**src/rtl/rat_io_pkg.sv**
```systemverilog
// rat_io_pkg
// Shared definitions for the RAT MCU I/O wrapper: the button-conditioning
// FSM state type, the wrapper's input/output port IDs, and a width helper
// for parameterised counters.
package rat_io_pkg;

    typedef enum logic [2:0] {
        IDLE         = 3'd0,
        PRESS_WAIT   = 3'd1,
        PULSE        = 3'd2,
        HELD         = 3'd3,
        RELEASE_WAIT = 3'd4
    } btn_state_t;

    // Input port IDs
    localparam logic [7:0] BTN_COUNT_ID = 8'h20;
    localparam logic [7:0] SWITCHES_ID  = 8'hFF;

    // Output port IDs
    localparam logic [7:0] LEDS_ID      = 8'h40;
    localparam logic [7:0] SEG_ID       = 8'h81;

    // Bits needed to hold values 0 .. n-1, never less than one bit.
    function automatic int cnt_width(input int n);
        return (n < 2) ? 1 : $clog2(n);
    endfunction

endpackage

```
**src/rtl/btn_intr_debounce_if.sv**
```systemverilog
// btn_intr_debounce_if
// Groups the button-conditioning signals between the raw button source,
// the debounce block and the MCU wrapper.
//   BTN_IN      raw asynchronous button level, active-high
//   INTR        one-shot interrupt pulse to the MCU
//   BTN_DB      debounced button level
//   PRESS_COUNT wrapping count of accepted presses
// Modports:
//   master  side that drives the button and consumes the results
//   slave   the debounce block
interface btn_intr_debounce_if;

    logic       BTN_IN;
    logic       INTR;
    logic       BTN_DB;
    logic [7:0] PRESS_COUNT;

    modport master (
        output BTN_IN,
        input  INTR,
        input  BTN_DB,
        input  PRESS_COUNT
    );

    modport slave (
        input  BTN_IN,
        output INTR,
        output BTN_DB,
        output PRESS_COUNT
    );

endinterface

```
**src/rtl/sync_2ff.sv**
```systemverilog
// sync_2ff
// One-bit two-flop synchronizer bringing an asynchronous level into the
// CLK domain. Both flops clear to 0 on reset.
//   CLK    clock
//   RESET  asynchronous active-high reset
//   d      asynchronous input level
//   q      synchronized level, two CLK edges behind d
module sync_2ff (
    input  logic CLK,
    input  logic RESET,
    input  logic d,
    output logic q
);

    logic meta;

    always_ff @(posedge CLK or posedge RESET) begin
        if (RESET) begin
            meta <= 1'b0;
            q    <= 1'b0;
        end else begin
            meta <= d;
            q    <= meta;
        end
    end

endmodule

```
**src/rtl/btn_intr_debounce.sv**
```systemverilog
// btn_intr_debounce
// Turns a raw bouncing push-button level into one fixed-width INTR pulse
// per accepted press, a debounced level BTN_DB, and an 8-bit wrapping
// press counter for the wrapper's input-port mux.
//   CLK    clock (MCU domain)
//   RESET  asynchronous active-high reset, clears all state
//   bus    slave side of btn_intr_debounce_if (BTN_IN in; INTR, BTN_DB,
//          PRESS_COUNT out, all outputs registered)
//
// state        | meaning
// -------------+----------------------------------------------------------
// IDLE         | button released and accepted as released
// PRESS_WAIT   | counting consecutive high samples toward press acceptance
// PULSE        | press accepted, INTR high, input ignored
// HELD         | press accepted, pulse finished, waiting for a low sample
// RELEASE_WAIT | counting consecutive low samples toward release acceptance
module btn_intr_debounce
    import rat_io_pkg::*;
#(
    parameter int DEBOUNCE_CYCLES = 500000,
    parameter int PULSE_CYCLES    = 4
) (
    input  logic                 CLK,
    input  logic                 RESET,
    btn_intr_debounce_if.slave   bus
);

    localparam int CW = cnt_width(DEBOUNCE_CYCLES);
    localparam int PW = cnt_width(PULSE_CYCLES + 1);

    // The counter holds the number of stable samples already seen, so the
    // sample that completes the run arrives while it reads DEBOUNCE_CYCLES-1.
    localparam logic [CW-1:0] DB_LAST    = CW'(DEBOUNCE_CYCLES - 1);
    localparam logic [PW-1:0] PULSE_LAST = PW'(PULSE_CYCLES);
    localparam logic [CW-1:0] DB_ONE     = CW'(1);
    localparam logic [PW-1:0] P_ONE      = PW'(1);

    logic          s_btn;

    btn_state_t    state;
    btn_state_t    state_nxt;
    logic [CW-1:0] db_cnt;
    logic [CW-1:0] db_cnt_nxt;
    logic [PW-1:0] p_cnt;
    logic [PW-1:0] p_cnt_nxt;
    logic          intr_q;
    logic          intr_nxt;
    logic          btn_db_q;
    logic          btn_db_nxt;
    logic [7:0]    press_q;
    logic [7:0]    press_nxt;

    sync_2ff u_sync (
        .CLK   (CLK),
        .RESET (RESET),
        .d     (bus.BTN_IN),
        .q     (s_btn)
    );

    always_ff @(posedge CLK or posedge RESET) begin
        if (RESET) begin
            state    <= IDLE;
            db_cnt   <= '0;
            p_cnt    <= '0;
            intr_q   <= 1'b0;
            btn_db_q <= 1'b0;
            press_q  <= 8'h00;
        end else begin
            state    <= state_nxt;
            db_cnt   <= db_cnt_nxt;
            p_cnt    <= p_cnt_nxt;
            intr_q   <= intr_nxt;
            btn_db_q <= btn_db_nxt;
            press_q  <= press_nxt;
        end
    end

    always_comb begin
        state_nxt  = state;
        db_cnt_nxt = db_cnt;
        p_cnt_nxt  = p_cnt;
        intr_nxt   = intr_q;
        btn_db_nxt = btn_db_q;
        press_nxt  = press_q;

        case (state)
            IDLE: begin
                if (s_btn) begin
                    state_nxt  = PRESS_WAIT;
                    db_cnt_nxt = DB_ONE;
                end
            end

            PRESS_WAIT: begin
                if (!s_btn) begin
                    state_nxt  = IDLE;
                    db_cnt_nxt = '0;
                end else if (db_cnt == DB_LAST) begin
                    state_nxt  = PULSE;
                    db_cnt_nxt = '0;
                    p_cnt_nxt  = P_ONE;
                    intr_nxt   = 1'b1;
                    btn_db_nxt = 1'b1;
                    press_nxt  = press_q + 8'd1;
                end else begin
                    db_cnt_nxt = db_cnt + DB_ONE;
                end
            end

            // p_cnt counts cycles INTR has already been high.
            PULSE: begin
                if (p_cnt == PULSE_LAST) begin
                    state_nxt = HELD;
                    p_cnt_nxt = '0;
                    intr_nxt  = 1'b0;
                end else begin
                    p_cnt_nxt = p_cnt + P_ONE;
                end
            end

            HELD: begin
                if (!s_btn) begin
                    state_nxt  = RELEASE_WAIT;
                    db_cnt_nxt = DB_ONE;
                end
            end

            RELEASE_WAIT: begin
                if (s_btn) begin
                    state_nxt  = HELD;
                    db_cnt_nxt = '0;
                end else if (db_cnt == DB_LAST) begin
                    state_nxt  = IDLE;
                    db_cnt_nxt = '0;
                    btn_db_nxt = 1'b0;
                end else begin
                    db_cnt_nxt = db_cnt + DB_ONE;
                end
            end

            default: begin
                state_nxt  = IDLE;
                db_cnt_nxt = '0;
                p_cnt_nxt  = '0;
                intr_nxt   = 1'b0;
                btn_db_nxt = 1'b0;
            end
        endcase
    end

    assign bus.INTR        = intr_q;
    assign bus.BTN_DB      = btn_db_q;
    assign bus.PRESS_COUNT = press_q;

endmodule

```
**src/flat_wrapper.sv**
```systemverilog
// flat-port wrapper written by rule: the top's interface ports become plain ports
module btn_intr_debounce_flat import rat_io_pkg::*;
#(
    parameter int DEBOUNCE_CYCLES = 500000,
    parameter int PULSE_CYCLES    = 4
)
  (CLK, RESET, bus_BTN_IN, bus_INTR, bus_BTN_DB, bus_PRESS_COUNT);
  btn_intr_debounce_if bus_i ();
  input  logic CLK;
  input  logic RESET;
  input wire logic [$bits(bus_i.BTN_IN)-1:0] bus_BTN_IN;
  output wire logic [$bits(bus_i.INTR)-1:0] bus_INTR;
  output wire logic [$bits(bus_i.BTN_DB)-1:0] bus_BTN_DB;
  output wire logic [$bits(bus_i.PRESS_COUNT)-1:0] bus_PRESS_COUNT;
  assign bus_i.BTN_IN = bus_BTN_IN;
  assign bus_INTR = bus_i.INTR;
  assign bus_BTN_DB = bus_i.BTN_DB;
  assign bus_PRESS_COUNT = bus_i.PRESS_COUNT;
  btn_intr_debounce #(.DEBOUNCE_CYCLES(DEBOUNCE_CYCLES), .PULSE_CYCLES(PULSE_CYCLES)) u_core (.CLK(CLK), .RESET(RESET), .bus(bus_i));
endmodule
```
**config.mk**
```make
export PLATFORM = sky130hd
export DESIGN_NAME = btn_intr_debounce_flat
export DESIGN_NICKNAME = d
export VERILOG_FILES = /design/src/rtl/rat_io_pkg.sv /design/src/rtl/btn_intr_debounce_if.sv /design/src/rtl/sync_2ff.sv /design/src/rtl/btn_intr_debounce.sv /design/src/flat_wrapper.sv
export SDC_FILE = /design/constraint.sdc
export NUM_CORES = 1
export LEC_CHECK = 0
export CAP_MARGIN = 0
export CORE_AREA = 3 3 79 81
export DETAILED_ROUTE_END_ITERATION = 16
export DIE_AREA = 0 0 82 84
export HOLD_SLACK_MARGIN = 0.06
export SYNTH_ARGS = -nofsm -noshare
export SYNTH_HDL_FRONTEND = slang
export SYNTH_SLANG_ARGS = --single-unit
```
**constraint.sdc**
```tcl
create_clock -name CLK -period 2.25 [get_ports CLK]
set_clock_uncertainty 0.2 [all_clocks]
set_input_delay 0.5625 -clock CLK [delete_from_list [all_inputs] [get_ports CLK]]
set_output_delay 0.5625 -clock CLK [all_outputs]
set_load 0.01 [all_outputs]
```
== Yosys cells after proc, flatten, opt, wreduce, memory -nomap -nowiden ==
Cells that the tools add are included.
Widths: inputs -> output; s select.

* Add/subtract/negate cells: 3
* Equality and inequality tests: 15
* Muxes and demuxes: 25
* Bitwise gates (word level): 3
* Reductions and logical operators: 9

{| class="wikitable"
|+ Operators by type and width
! cell !! count
|-
| $mux 19 || 5
|-
| $pmux 19 s5 || 1
|-
| $mux 3 || 10
|-
| $add 19x1->19 const B || 1
|-
| $eq 19x19->1 const B || 1
|-
| $pmux 3 s5 || 1
|-
| $reduce_and 5->1 || 2
|-
| $pmux 3 s3 || 1
|-
| $reduce_and 3->1 || 3
|-
| $add 8x1->8 const B || 1
|-
| $ne 2x2->1 const B || 4
|-
| $eq 3x2->1 const B || 2
|-
| $eq 3x3->1 const B || 2
|-
| $ne 2x1->1 const B || 3
|-
| $ne 3x2->1 const B || 2
|-
| $pmux 1 s3 || 2
|-
| $reduce_or 3->1 || 2
|-
| $mux 1 || 5
|-
| $reduce_and 4->1 || 1
|-
| $add 3x1->3 const B || 1
|-
| $eq 3x1->1 const B || 1
|-
| $logic_not 3->1 || 1
|-
| $not 1->1 || 3
|}

* Register bits after elaboration: 37
* Bits of input ports: 3
* Output and inout bits: 10
* Logic and storage cells: 63

== Depth between registers and ports, before layout ==
Gate-level depths: netlist of the first run.

* Word-level depth: 4
* Mapped depth: 7
* Depth with buffers taken out: 5

== Modules after synthesis ==
From an unflattened synthesis of the first run, not the netlist that was laid out.

* Cells, all modules: 223
* Area, all modules: 2,019.4 um^2

{| class="wikitable"
|+ Modules (own cells, without submodules)
! module !! times used !! cells an instance !! area each (um^2) !! seq. area each (um^2)
|-
| btn_intr_debounce || 1 || 220 || 1,965.6 || 875.8
|-
| sync_2ff || 1 || 3 || 53.8 || 50.0
|}

== Worst setup path before layout of the first run ==
Ideal clock, no wire load.

* Path kind: register to register
* Start point: register u_core.db_cnt[6]
* End point: register u_core.db_cnt[11]
* Setup time: 144 ps
* Arrival time: 2,038 ps
* Data required time: 1,906 ps
* Slack: -131 ps
* Cell stages (with the launch flop): 7
* Buffers on the path: 2
* Period minus slack after synthesis: 2,381 ps
* Cells stage by stage: dfrtp_1 > or4b_4 > or4_4 > buf_6 > o21ai_4 > buf_12 > a22oi_2

* Word-level cells in the longest chain between the ends: 4
* Elaborated cells between the ends (all ways): 6
* Classes of those cells: 1 x add/sub; 1 x eq/ne; 4 x mux

{| class="wikitable"
|+ Ends and longest elaborated chain
! item !! RTL line !! text
|-
| start: declaration || btn_intr_debounce.sv:42 || <nowiki>logic [CW-1:0] db_cnt;</nowiki>
|-
| start signal: assignment || btn_intr_debounce.sv:70 || <nowiki>db_cnt <= db_cnt_nxt;</nowiki>
|-
| $add 19x1->19 / $eq 19x19->1 (equally long branches) || - ||
|-
| $mux 19 * || btn_intr_debounce.sv:98, btn_intr_debounce.sv:132 ||
|-
| $mux 19 (on tied branches) || btn_intr_debounce.sv:129, btn_intr_debounce.sv:95 ||
|-
| $pmux 19 s5 * || btn_intr_debounce.sv:86 || <nowiki>case (state)</nowiki>
|}

Mark *: on every way between the ends. The rest lies on a longest branch, timed or not.
A chain may end at the register's enable or synchronous reset.

== Worst setup path in the final report of the first run ==
* Start point: register u_core.db_cnt[11]
* End point: register u_core.press_q[4], in the netlist u_core.bus.PRESS_COUNT[4]

* Word-level cells in the longest chain between the ends: 2

{| class="wikitable"
|+ Ends and longest elaborated chain
! item !! RTL line !! text
|-
| $eq 19x19->1 || btn_intr_debounce.sv:98 || <nowiki>end else if (db_cnt == DB_LAST) begin</nowiki>
|-
| $reduce_and 3->1 (no line) || - ||
|-
| end signal: assignment || btn_intr_debounce.sv:74 || <nowiki>press_q <= press_nxt;</nowiki>
|-
| end: declaration || btn_intr_debounce.sv:50 || <nowiki>logic [7:0] press_q;</nowiki>
|}

Every way passes these cells.

==> results of run 1 <==
==> cells by family (layout without fill, tap and decap cells) <==
kind of cell               after synthesis  count (layout)  synth area share
AOI/OAI and AO/OA                       56              56             0.199
xor gates and xnor gates                10              10            0.0399
adders and majority gates                4               4            0.0228
buffers and inverters                   20              60            0.0450
DFF                                     37              37             0.422
muxes                                    3               3            0.0142
and+or+nand+nor                         91              91             0.258
==> state kept, by name (all words and copies together) (netlist names) <==
signal / flops
u_core.state: 3
u_core.u_sync.meta: 1
u_core.p_cnt: 3
u_core.u_sync.q: 1
u_core.bus.BTN_DB: 1
u_core.bus.PRESS_COUNT: 8
u_core.db_cnt: 19
u_core.bus.INTR: 1
==> area by class of cell <==
type	count	area [µm²]
Fill cell	541	2830
Sequential cell	37	926
Clock buffer	5	68.8
Timing Repair Buffer	46	404
Clock inverter	1	5.00
Multi-Input combinational cell	164	1190
Tap cell	72	90.1
Inverter	8	30.0
==> routing by layer <==
metal	wire length (µm)	up-vias	track usage
met5	0	-	0
met4	56	0	0.0498
met3	127	6	0.0324
met2	2350	19	0.226
met1	2580	887	0.242
li1	-	926	-
==> final timing paths <==
kind	from	end	cells after the start
max	u_core.db_cnt[11]	u_core.bus.PRESS_COUNT[4]	5
min	u_core.u_sync.meta	u_core.u_sync.q	0
max reg2reg	u_core.db_cnt[11]	u_core.bus.PRESS_COUNT[4]	5
min reg2reg	u_core.u_sync.meta	u_core.u_sync.q	0
max in group asynchronous	RESET	u_core.bus.PRESS_COUNT[1]	3
min in group asynchronous	RESET	u_core.db_cnt[16]	3
==> timing repair <==
item / CTS / global route
endpoints found under the hold margin: 0 / 0
pin swaps: 2 / 5
buffers inserted: 0 / 3
resized for setup: 1 / 3
hold buffers: 0 / 0
endpoints found under the setup margin: 19 / 22
==> cell usage after synthesis (5+ instances only) <==
master,count
a21oi_1,6
o21ai_0,14
clkbuf_1,10
nor2_1,7
nand3_1,14
o31ai_1,9
or4_1,6
inv_1,8
and3_1,5
nand4_1,6
dfrtp_1,37
xnor2_1,6
a22oi_2,8
nand2_1,22
==> power by group <==
group | internal (mW) | total, mW | switching (mW)
logic | 0.0497 | 0.124 | 0.0738
clock network | 0.204 | 0.423 | 0.219
registers | 0.677 | 0.688 | 0.0109
total | 0.930 | 1.23 | 0.304
==> cells in the final DEF, fill, tap and decap left out, types with 4 or more instances in the layout <==
cell             instances
a21oi_1                  6
a22oi_2                  8
and3_1                   5
buf_4                   31
clkbuf_8                 5
clkdlybuf4s50_1         12
dfrtp_1                 37
inv_1                    8
nand2_1                 22
nand3_1                 14
nand4_1                  6
nor2_1                   7
o21ai_0                 14
o31ai_1                  9
or3_1                    4
or4_1                    6
xnor2_1                  6
xor2_1                   4
==> impl_metrics.ini, run 1 <==
[placed_design]
io_buffer_count = 12
dp_slack_ns = -0.0377
placed_cells = 324
gp_congestion = 0.806
placed_area_mm2 = 0.00259
hpwl_um = 3610

[logic_synthesis]
ys_top_cells_by_area = dfrtp_1, a22oi_2, nand2_1
synthFlopType = dfrtp_1
yosys_register_bits = 37
synth-seq-area-share = 0.422
syn_inst = 221
yosys_warnings = 0
synth_edf_count = 0
yosys.area.top_type = dfrtp_1
synthesis.area_mm2 = 0.00220
ys_types = 56
yosysTopAreaCellShare = 0.422
synth_area_per_cell_um2 = 9.94
synthesis.nets = 228
synth_async_sr_flop_share = 1.00

[pwr]
leakage_nw = 1.18
power-per-cell-area_mw_per_mm2 = 455
irDropWorstVdd_mv = 0.300
finalPower_mw = 1.23

[timing]
setup-violations-final = 0
fmax_ghz = 0.451
rsz0062_at_grt = true
maxSlewViolCount = 0
whs_ns = 0.155
max_slew.worst_pin.slew_ns = 0.866
hold_viol_final = 0
min_period_over_period = 0.985
fin_ws_ns = 0.0340
relSlewSlack = 0.418
finalCriticalPeriod_ns = 2.22
fin_setup_tns_ns = 0

[setup_path]
slowest_stage = or4b_4
path_cells = or4b_4, or4_4, buf_12, nor4_4, xor2_1
cp.required_ns = 2.26
reg2reg_setup_slack_ns = 0.03
critPathTopFamily = simple AND/OR/NAND/NOR gates
cp_max_fo = 7
crit_buf_inv = 1
arrival_ns = 2.23
critPathLaunchType = flip-flop
crit_type = reg2reg
end_kind = flip-flop
max_stage_delay_ns = 0.54

[layout]
layout-drive-gt1-share = 0.241
final_core_util = 0.490
diodes = 0
area_growth_pct = 23.6
stdcell_area_mm2 = 0.00271
stdcell_count = 333
layout.nets = 269

[clock_network]
htree_levels = 2
root_buffer = clkbuf_8
cts_sinks = 37
cts_tree = built
cts_max_path_buffers = 2
clkTransAtPathRegs_ns = 0.07
worstSkewPairLatency_ns = 0.29
numCtsBuffers = 5

[floorplanning]
die_area_mm2 = 0.00689
die_width_um = 82
die_h_um = 84
initial_core_util = 0.396
pin_count = 13
rows = 27
coreArea_mm2 = 0.00554

[flow_run]
drv_cap = 0

[routing]
wl_per_cell_um = 15.4
drtIter0Drc = 155
ant_nets = 0
drc_errors = 0
vias = 1838
first_pass_iters = 5
viasPerCell = 5.52
finalWirelength_um = 5110

[global_route]
grt_pass1_wl_um = 8650
grt_antenna_before_repair = 0
grt_usage = 0.160
overflow = 0
grt_pass1_vias = 1717
grt_max_degree = 38

[run_status]
status = finished, final reports clean

[worst_hold_path]
hold_path_class = reg2reg
Power figures use the tool's default switching activity.
==> inputs of run 2 (changes only) <==
--- a/config.mk
+++ b/config.mk
@@ -7,6 +7,7 @@
 export LEC_CHECK = 0
 export CAP_MARGIN = 0
 export CORE_AREA = 3 3 79 81
+export CTS_CLUSTER_DIAMETER = 30
 export DETAILED_ROUTE_END_ITERATION = 16
 export DIE_AREA = 0 0 82 84
 export HOLD_SLACK_MARGIN = 0.06
==> constraint.sdc (replaced) <==
create_clock -name CLK -period 2.55 [get_ports CLK]
set_clock_uncertainty 0.2 [all_clocks]
set_input_delay 0.6375 -clock CLK [delete_from_list [all_inputs] [get_ports CLK]]
set_output_delay 0.6375 -clock CLK [all_outputs]
set_load 0.01 [all_outputs]
==> impl_metrics.ini, run 2 (synthesis results as in run 1) <==
[timing]
whs_ns = 0.151
fin_setup_tns_ns = 0
fmax_ghz = 0.416
max_slew.worst_pin.slew_ns = 0.831
min_period_over_period = 0.943
finalCriticalPeriod_ns = 2.40
setup-violations-final = 0
relSlewSlack = 0.441
maxSlewViolCount = 0
hold_viol_final = 0
fin_ws_ns = 0.146
rsz0062_at_grt = false

[global_route]
grt_pass1_vias = 1638
overflow = 0
grt_antenna_before_repair = 0
grt_usage = 0.151
grt_pass1_wl_um = 8100
grt_max_degree = 38

[placed_design]
placed_cells = 309
gp_congestion = 0.809
io_buffer_count = 12
placed_area_mm2 = 0.00247
dp_slack_ns = 0.153
hpwl_um = 3380

[routing]
finalWirelength_um = 4770
drtIter0Drc = 73
first_pass_iters = 4
vias = 1802
viasPerCell = 5.68
ant_nets = 0
wl_per_cell_um = 15.1
drc_errors = 0

[pwr]
leakage_nw = 1.08
p_sw_mw = 0.289
internal-power_mw = 0.849
power-per-cell-area_mw_per_mm2 = 444
finalPower_mw = 1.14
swShare = 0.254
combPwrFrac = 0.078
seqPwrFrac = 0.537
p_clk_frac = 0.385
irDropWorstVdd_mv = 0.271

[clock_network]
postCtsSetupBuffers = 0
numCtsBuffers = 5
htree_levels = 2
clkTransAtPathRegs_ns = 0.08
cts_sinks = 37
root_buffer = clkbuf_8
worstSkewPairLatency_ns = 0.29
cts_max_path_buffers = 2
hold_buffers = 0
cts_resized = 0
cts_tree = built

[layout]
layout.nets = 251
area_growth_pct = 16.9
top_register = u_core.db_cnt
stdcell_area_mm2 = 0.00257
final_cell_mix = dfrtp_1, nand2_1, buf_4
final_common_cell = dfrtp_1
largest_register_ffs = 19
stdcell_count = 317
layout-drive-gt1-share = 0.184
diodes = 0
final_core_util = 0.463

[setup_path]
end_kind = flip-flop
crit_type = reg2reg
critPathLaunchType = flip-flop
cp.required_ns = 2.51
cp_max_fo = 14
arrival_ns = 2.36

[floorplanning]
rows = 27
die_width_um = 82
die_h_um = 84
initial_core_util = 0.396
pin_count = 13
coreArea_mm2 = 0.00554
die_area_mm2 = 0.00689

[flow_run]
drv_cap = 0

[worst_hold_path]
hold_path_class = reg2reg

[run_status]
status = finished, final reports clean
run 2: cell types whose count changed in the layout (fill, tap and decap cells not counted):
cell and delta:
buf_4 -16, buf_12 -1, buf_6 -1, clkbuf_8 +1, clkinv_4 +1, ha_1 +1, ha_2 -1, nor4_2 +1
nor4_4 -1, o311ai_1 +1, o311ai_2 -1
run 2: final cells by class:
cell class                 count  area, µm²
tap                           72       90.1
clock inverter                 2       13.8
fill                         561       2970
clock buffer                   6       82.6
sequential                    37        926
multi-input combinational    164       1170
inverter                       8       30.0
timing repair buffer          28        253
run 2: routing by layer:
layer	routed length (µm)	global-route usage	vias up
li1	-	-	885
met4	79	0.0604	0
met5	0	0	-
met2	2130	0.201	25
met3	139	0.0356	9
met1	2420	0.230	883
run 2: final timing paths:
path	from	to	cells after the start	slack, ns
worst max-delay path	u_core.db_cnt[7]	u_core.db_cnt[8]	5	0.15
worst min-delay path	u_core.u_sync.meta	u_core.u_sync.q	0	0.15
worst max register to register	u_core.db_cnt[7]	u_core.db_cnt[8]	5	0.15
worst min register to register	u_core.u_sync.meta	u_core.u_sync.q	0	0.15
max in group asynchronous	RESET	u_core.db_cnt[3]	3	1.27
min in group asynchronous	RESET	u_core.bus.PRESS_COUNT[3]	3	0.55
run 2: power by group through the flow:
stage / Combinational [mW] / Clock (mW) / Sequential [mW]
floorplan: 0.0663 / 0 / 0.617
global placement: 0.0901 / 0 / 0.623
detailed placement: 0.0895 / 0 / 0.623
CTS: 0.0898 / 0.445 / 0.611
global route: 0.101 / 0.464 / 0.613
finish: 0.0887 / 0.438 / 0.611
run 2: worst max-delay path: stages (launching register included):
cell      delay [ns]
dfrtp_1         0.42
or4b_4          0.55
or4_4           0.57
o21ai_4         0.25
buf_12          0.19
o221ai_1        0.10
